## src/rtl/dtc_level_window.sv

```systemverilog
// dtc_level_window
//   Converts the decision-tree classifier's thermometer-coded output into a
//   binary level, flags malformed codes, and aggregates levels over a window
//   of 2^LOG2_WINDOW accepted samples. One registered statistics record is
//   produced per window (or per flushed partial window).
//
// Ports
//   clk, rst_n          clock (rising edge), asynchronous active-low reset
//   in_valid/in_ready   input handshake; in_ready depends only on out_valid/out_ready
//   in_code             thermometer code, ones filled from the LSB upward
//   flush               close a partial window (honoured only while in_ready=1)
//   out_valid/out_ready output handshake; record held stable while stalled
//   out_sum             sum of levels in the window
//   out_mean            (out_sum + WINDOW/2) >> LOG2_WINDOW, always over WINDOW
//   out_min, out_max    extreme levels in the window
//   out_count           samples in the window (1..WINDOW)
//   out_err             at least one malformed code in the window
//   err_total           saturating count of malformed codes since reset
module dtc_level_window #(
    parameter int WIDTH       = 12,
    parameter int LOG2_WINDOW = 3,
    parameter int LW          = $clog2(WIDTH + 1)
) (
    input  logic                      clk,
    input  logic                      rst_n,
    input  logic                      in_valid,
    output logic                      in_ready,
    input  logic [WIDTH-1:0]          in_code,
    input  logic                      flush,
    output logic                      out_valid,
    input  logic                      out_ready,
    output logic [LW+LOG2_WINDOW-1:0] out_sum,
    output logic [LW-1:0]             out_mean,
    output logic [LW-1:0]             out_min,
    output logic [LW-1:0]             out_max,
    output logic [LOG2_WINDOW:0]      out_count,
    output logic                      out_err,
    output logic [15:0]               err_total
);

    localparam int WINDOW = 1 << LOG2_WINDOW;
    localparam int SW     = LW + LOG2_WINDOW;
    localparam int CW     = LOG2_WINDOW + 1;

    // Length of the run of ones starting at bit 0.
    function automatic logic [LW-1:0] therm_level(input logic [WIDTH-1:0] c);
        logic [LW-1:0] n;
        logic          run;
        n   = '0;
        run = 1'b1;
        for (int i = 0; i < WIDTH; i++) begin
            if (run && c[i]) n = n + LW'(1);
            else             run = 1'b0;
        end
        return n;
    endfunction

    // A one anywhere above the first zero makes the code malformed.
    function automatic logic therm_malformed(input logic [WIDTH-1:0] c);
        logic seen_zero;
        logic bad;
        seen_zero = 1'b0;
        bad       = 1'b0;
        for (int i = 0; i < WIDTH; i++) begin
            if (!c[i])          seen_zero = 1'b1;
            else if (seen_zero) bad       = 1'b1;
        end
        return bad;
    endfunction

    // Round-half-up division by WINDOW; the extra MSB keeps the carry of the
    // rounding constant.
    function automatic logic [LW-1:0] round_mean(input logic [SW-1:0] s);
        return LW'(({1'b0, s} + (SW+1)'(WINDOW / 2)) >> LOG2_WINDOW);
    endfunction

    function automatic logic [15:0] sat_inc16(input logic [15:0] v, input logic inc);
        return (inc && v != 16'hFFFF) ? v + 16'd1 : v;
    endfunction

    logic [SW-1:0] acc_sum;
    logic [LW-1:0] acc_min;
    logic [LW-1:0] acc_max;
    logic [CW-1:0] acc_cnt;
    logic          acc_err;

    logic          vld_p0;
    logic [LW-1:0] lvl_p0;
    logic          bad_p0;
    logic [SW-1:0] sum_p0;
    logic [LW-1:0] min_p0;
    logic [LW-1:0] max_p0;
    logic [CW-1:0] cnt_p0;
    logic          err_p0;
    logic          close_p0;

    // Stall input only while a record is waiting on the consumer.
    assign in_ready = !(out_valid && !out_ready);

    // Stage p0: decode the code and form the window totals including the
    // current sample, so a closing sample lands in its own record.
    always_comb begin
        vld_p0   = in_valid && in_ready;
        lvl_p0   = therm_level(in_code);
        bad_p0   = therm_malformed(in_code);
        sum_p0   = acc_sum + (vld_p0 ? SW'(lvl_p0) : '0);
        min_p0   = (vld_p0 && lvl_p0 < acc_min) ? lvl_p0 : acc_min;
        max_p0   = (vld_p0 && lvl_p0 > acc_max) ? lvl_p0 : acc_max;
        cnt_p0   = acc_cnt + CW'(vld_p0);
        err_p0   = acc_err | (vld_p0 & bad_p0);
        // cnt_p0 != 0 covers both "window non-empty" and "sample this cycle".
        close_p0 = (vld_p0 && cnt_p0 == CW'(WINDOW)) ||
                   (flush && in_ready && cnt_p0 != '0);
    end

    // Stage p1: accumulators and the registered output record.
    always_ff @(posedge clk or negedge rst_n) begin
        if (!rst_n) begin
            acc_sum   <= '0;
            acc_min   <= LW'(WIDTH);
            acc_max   <= '0;
            acc_cnt   <= '0;
            acc_err   <= 1'b0;
            out_valid <= 1'b0;
            out_sum   <= '0;
            out_mean  <= '0;
            out_min   <= '0;
            out_max   <= '0;
            out_count <= '0;
            out_err   <= 1'b0;
            err_total <= '0;
        end else begin
            err_total <= sat_inc16(err_total, vld_p0 && bad_p0);
            if (close_p0) begin
                out_valid <= 1'b1;
                out_sum   <= sum_p0;
                out_mean  <= round_mean(sum_p0);
                out_min   <= min_p0;
                out_max   <= max_p0;
                out_count <= cnt_p0;
                out_err   <= err_p0;
                acc_sum   <= '0;
                acc_min   <= LW'(WIDTH);
                acc_max   <= '0;
                acc_cnt   <= '0;
                acc_err   <= 1'b0;
            end else begin
                if (vld_p0) begin
                    acc_sum <= sum_p0;
                    acc_min <= min_p0;
                    acc_max <= max_p0;
                    acc_cnt <= cnt_p0;
                    acc_err <= err_p0;
                end
                if (out_valid && out_ready) out_valid <= 1'b0;
            end
        end
    end

endmodule

```

## config.mk

```make
export PLATFORM = sky130hd
export DESIGN_NAME = dtc_level_window
export DESIGN_NICKNAME = d
export VERILOG_FILES = /design/src/rtl/dtc_level_window.sv
export SDC_FILE = /design/constraint.sdc
export NUM_CORES = 1
export LEC_CHECK = 0
export BUFFER_PORTS_ARGS = -buffer_cell sky130_fd_sc_hd__buf_2
export CAP_MARGIN = 10
export CORE_MARGIN = 5
export CORE_UTILIZATION = 30
export DETAILED_ROUTE_END_ITERATION = 7
export PLACE_DENSITY = 0.56
export REMOVE_ABC_BUFFERS = 1
export SYNTH_ARGS = -nofsm -noshare
export SYNTH_HDL_FRONTEND = slang
export SYNTH_SLANG_ARGS = --single-unit
```

## constraint.sdc

```tcl
create_clock -name clk -period 4.2 [get_ports clk]
set_clock_uncertainty 0.15 [all_clocks]
set_input_delay 1.26 -clock clk [delete_from_list [all_inputs] [get_ports clk]]
set_output_delay 1.26 -clock clk [all_outputs]
set_load 0.1 [all_outputs]
```

==> PnR_summary.wiki <==
{| class="wikitable"
! Metric !! Value
|-
| Count of buffers inserted at the top-level ports || 58
|-
| Antenna violations before repair || 0
|-
| Post-synthesis cell type with the largest combined area || sky130_fd_sc_hd__dfrtp_1
|-
| Post-layout min period || 6.65 ns
|-
| Cts bufs inserted || 9
|-
| Gate family responsible for the most delay along the worst path || compound AO/OA/AOI/OAI gates
|-
| Final weighted congestion of routability-driven global placement || 0.913
|-
| Crit. End Element || flip-flop
|-
| Count of final hold-check violations || 0
|-
| Sum of overflow across all layers after global routing || 0
|-
| Number of global-route vias before repair || 4,273
|-
| Post-synthesis share of cell area spent on and, or, nand and nor gates || 0.235
|-
| Cell seen most often among critical-path stages || sky130_fd_sc_hd__ha_4
|-
| Crit path largest cell delay || 0.30 ns
|-
| Post-DP HPWL || 9.01 mm
|-
| Antenna-violating nets left || 0
|-
| Synth-to-layout area growth || 48.6%
|-
| Most common library cells after synthesis || sky130_fd_sc_hd__nand2_1 (64), sky130_fd_sc_hd__dfrtp_1 (59), sky130_fd_sc_hd__o21ai_0 (27)
|-
| Final slew viol count || 0
|-
| Most numerous cell in the Yosys netlist || sky130_fd_sc_hd__nand2_1
|-
| Layout cells sized above 1 || 0.413
|-
| Die extent in x || 129 um
|-
| Share of the synthesized area in the top cell type || 0.350
|-
| Critical Setup Path Class || in -> reg
|-
| Slew headroom || 0.429
|-
| Worst path required time || 4.26 ns
|-
| Crit Path Max Fanout || 3
|-
| Final net count || 671
|-
| Slowest library cell on the worst path || sky130_fd_sc_hd__ha_2
|-
| Number of antenna cells inserted || 0
|-
| Unrepaired setup endpoints after global routing || yes
|-
| Portion of total power attributed to the clock network || 0.223
|-
| Max Cap Violations || 0
|-
| Maximum clock rate || 150 MHz
|-
| Mux share of post-synthesis cell area || 0.0317
|-
| CTS max path bufs || 2
|-
| CP Buf/Inv Count || 4
|-
| Worst endpoint data arrival time || 6.71 ns
|-
| Combinational group share of total power || 0.534
|-
| Ratio of final minimum period to clock period || 1.58
|-
| Clock latency on the worst-skew pair || 0.33 ns
|-
| Post-synthesis cell count || 471
|-
| Maximum level of the CTS H-tree || 3
|-
| Mean instance size in the synthesized netlist || 8.96 um2
|-
| Total number of yosys warnings || 0
|-
| Synth Area in Adders || 0.0759
|-
| Ys flop type || sky130_fd_sc_hd__dfrtp_1
|-
| Overall power || 3.59 mW
|-
| Buffer cell driving the clock tree root || sky130_fd_sc_hd__clkbuf_16
|-
| I/O pin count || 59
|-
| Final worst setup slack || -2.45 ns
|-
| CTS tree || built
|-
| Finish-stage setup viols || 32
|-
| Worst Max-Slew Pin Slew || 0.847 ns
|-
| Via-to-Cell Ratio || 5.07
|-
| Synth top area cells || sky130_fd_sc_hd__dfrtp_1 (35%), sky130_fd_sc_hd__ha_1 (7.1%), sky130_fd_sc_hd__nand2_1 (5.7%), sky130_fd_sc_hd__xor2_1 (4.4%), sky130_fd_sc_hd__o21ai_0 (3.2%)
|-
| Power density relative to cell area || 572 mW/mm2
|-
| Internal power component || 1.80 mW
|-
| Routed WL per cell || 14.9 um
|-
| Proportion of synthesized chip area in sequential cells || 0.362
|-
| Die extent in y || 129 um
|-
| Hold Crit Class || reg -> reg
|-
| First-pass iteration count of the detailed router || 4
|-
| First DRT Iteration DRCs || 213
|-
| Switching part of the total power || 0.499
|-
| Total global routing track utilization || 0.148
|-
| Final wirelength || 12.1 mm
|-
| Synth Area in Compound Gates || 0.197
|-
| Number of flip-flops and latches in the synthesized netlist || 61
|-
| Core Region || 0.0138 mm2
|-
| Leakage power || 3.02 nW
|-
| Number of vias in the routed layout || 4,127
|-
| Switching power total || 1.79 mW
|-
| Ys async rst share || 1.00
|-
| Final cell utilization of the core || 0.454
|-
| Dominant combinational cell family by area after synthesis || simple AND/OR/NAND/NOR gates
|-
| First-pass GRT wire length || 20.4 mm
|-
| Sequential power share || 0.243
|-
| Number of sinks driven by the clock tree || 61
|-
| Run status || complete, but fails checks
|-
| Crit start category || primary input
|-
| Netlist area before placement || 0.00422 mm2
|-
| Post-synthesis share of cell area spent on xor and xnor gates || 0.0643
|-
| Worst IR drop on VDD || 299 uV
|-
| Netlist cell types || 65
|-
| Total DRC errors in the routed layout || 0
|-
| Starting density of the core || 0.305
|-
| EDFF count, synth || 0
|-
| Pin count of the biggest net entering global routing || 38
|-
| Failing checks || negative setup slack
|-
| Clock Pin Slew Worst Setup and Hold Paths || 0.05 ns
|-
| Row count || 43
|-
| DIE AREA || 0.0165 mm2
|}
[worst min-delay path, cell delays in order, from the launching register on]
cell and delay [ns]:
sky130_fd_sc_hd__dfrtp_1 0.33, sky130_fd_sc_hd__nand2_1 0.05, sky130_fd_sc_hd__nand2_1 0.05
[state kept, by name (all words and copies together) (netlist names)]
name,flops
acc_cnt,4
acc_err,1
acc_max,4
acc_min,4
acc_sum,7
err_total,16
out_count,4
out_err,1
out_max,4
out_mean,4
out_min,4
out_sum,7
out_valid,1
[final cells by class]
| class | count | area, um2 |
|---|---|---|
| Clock buffer | 12 | 256 |
| Clock inverter | 4 | 70.1 |
| Fill cell | 1310 | 7550 |
| Inverter | 19 | 71.3 |
| Multi-Input combinational cell | 375 | 2960 |
| Sequential cell | 61 | 1530 |
| Tap cell | 180 | 225 |
| Timing Repair Buffer | 163 | 1160 |
[power by group through the flow]
stage,combinational (mW),clock (mW),sequential (mW)
floorplan,0.536,0,1.64
global placement,1.78,0,0.867
detailed placement,1.79,0,0.875
CTS,1.85,0.816,0.869
global route,2.04,0.843,0.893
finish,1.92,0.801,0.870
[final timing paths]
check,from,to,slack (ns),depth (start not counted)
max,in_code[1],out_mean[3],-2.45,39
min,out_sum[1],out_sum[1],0.32,2
max reg2reg,out_valid,acc_cnt[2],1.01,13
min reg2reg,out_sum[1],out_sum[1],0.32,2
max in group asynchronous,rst_n,err_total[5],2.45,2
min in group asynchronous,rst_n,acc_sum[5],0.68,1
[cells by family after synthesis]
family	Yosys count
DFF	61
adders and majority gates	25
AOI/OAI and AO/OA	118
muxes	13
xor gates and xnor gates	31
and+or+nand+nor	188
buffers and inverters	35
[per-stage QoR]
step	cells	TNS [ns]	instance area [um2]	hold slack (ns)	setup WS (ns)
after floorplan	455	-88.41	4150	0.306	-2.97
after global placement	786	-85.85	5380	0.303	-3.03
after detailed placement	786	-93.06	5380	0.311	-3.30
after CTS	810	-65.81	6000	0.323	-2.43
after global routing	814	-77.26	6270	0.356	-2.80
final	814	-68.31	6270	0.316	-2.45
[routing by layer]
layer / GRT usage / part of all wire
met4: 0.0482 / 0.014
met3: 0.0241 / 0.032
met2: 0.262 / 0.53
met1: 0.184 / 0.43
met5: 0 / 0
[placed cells by master (no fill, tap or decap), types with 7 or more instances in the layout]
| master | netlist | final |
|---|---|---|
| sky130_fd_sc_hd__a21oi_1 | 18 | 10 |
| sky130_fd_sc_hd__a22o_1 | 11 | 11 |
| sky130_fd_sc_hd__and3_1 | 8 | 8 |
| sky130_fd_sc_hd__buf_2 | 4 | 55 |
| sky130_fd_sc_hd__buf_4 | 0 | 92 |
| sky130_fd_sc_hd__buf_6 | 1 | 13 |
| sky130_fd_sc_hd__clkbuf_16 | 0 | 9 |
| sky130_fd_sc_hd__dfrtp_1 | 59 | 59 |
| sky130_fd_sc_hd__ha_1 | 24 | 14 |
| sky130_fd_sc_hd__ha_4 | 0 | 9 |
| sky130_fd_sc_hd__inv_1 | 19 | 16 |
| sky130_fd_sc_hd__mux2i_1 | 10 | 8 |
| sky130_fd_sc_hd__nand2_1 | 64 | 56 |
| sky130_fd_sc_hd__nand3_1 | 19 | 18 |
| sky130_fd_sc_hd__nand4_1 | 7 | 7 |
| sky130_fd_sc_hd__nor2_1 | 24 | 20 |
| sky130_fd_sc_hd__nor3_1 | 15 | 14 |
| sky130_fd_sc_hd__o21a_1 | 7 | 7 |
| sky130_fd_sc_hd__o21ai_0 | 27 | 18 |
| sky130_fd_sc_hd__o21ai_1 | 5 | 8 |
| sky130_fd_sc_hd__xnor2_1 | 10 | 7 |
| sky130_fd_sc_hd__xor2_1 | 21 | 20 |
[what timing repair did]
item                       4_1_cts  5_1_grt
pin swaps                       34       27
setup endpoints to repair       32       32
resized for setup               56       50
hold buffers                     0        0
buffers inserted                10        5
Power figures use the tool's default switching activity.
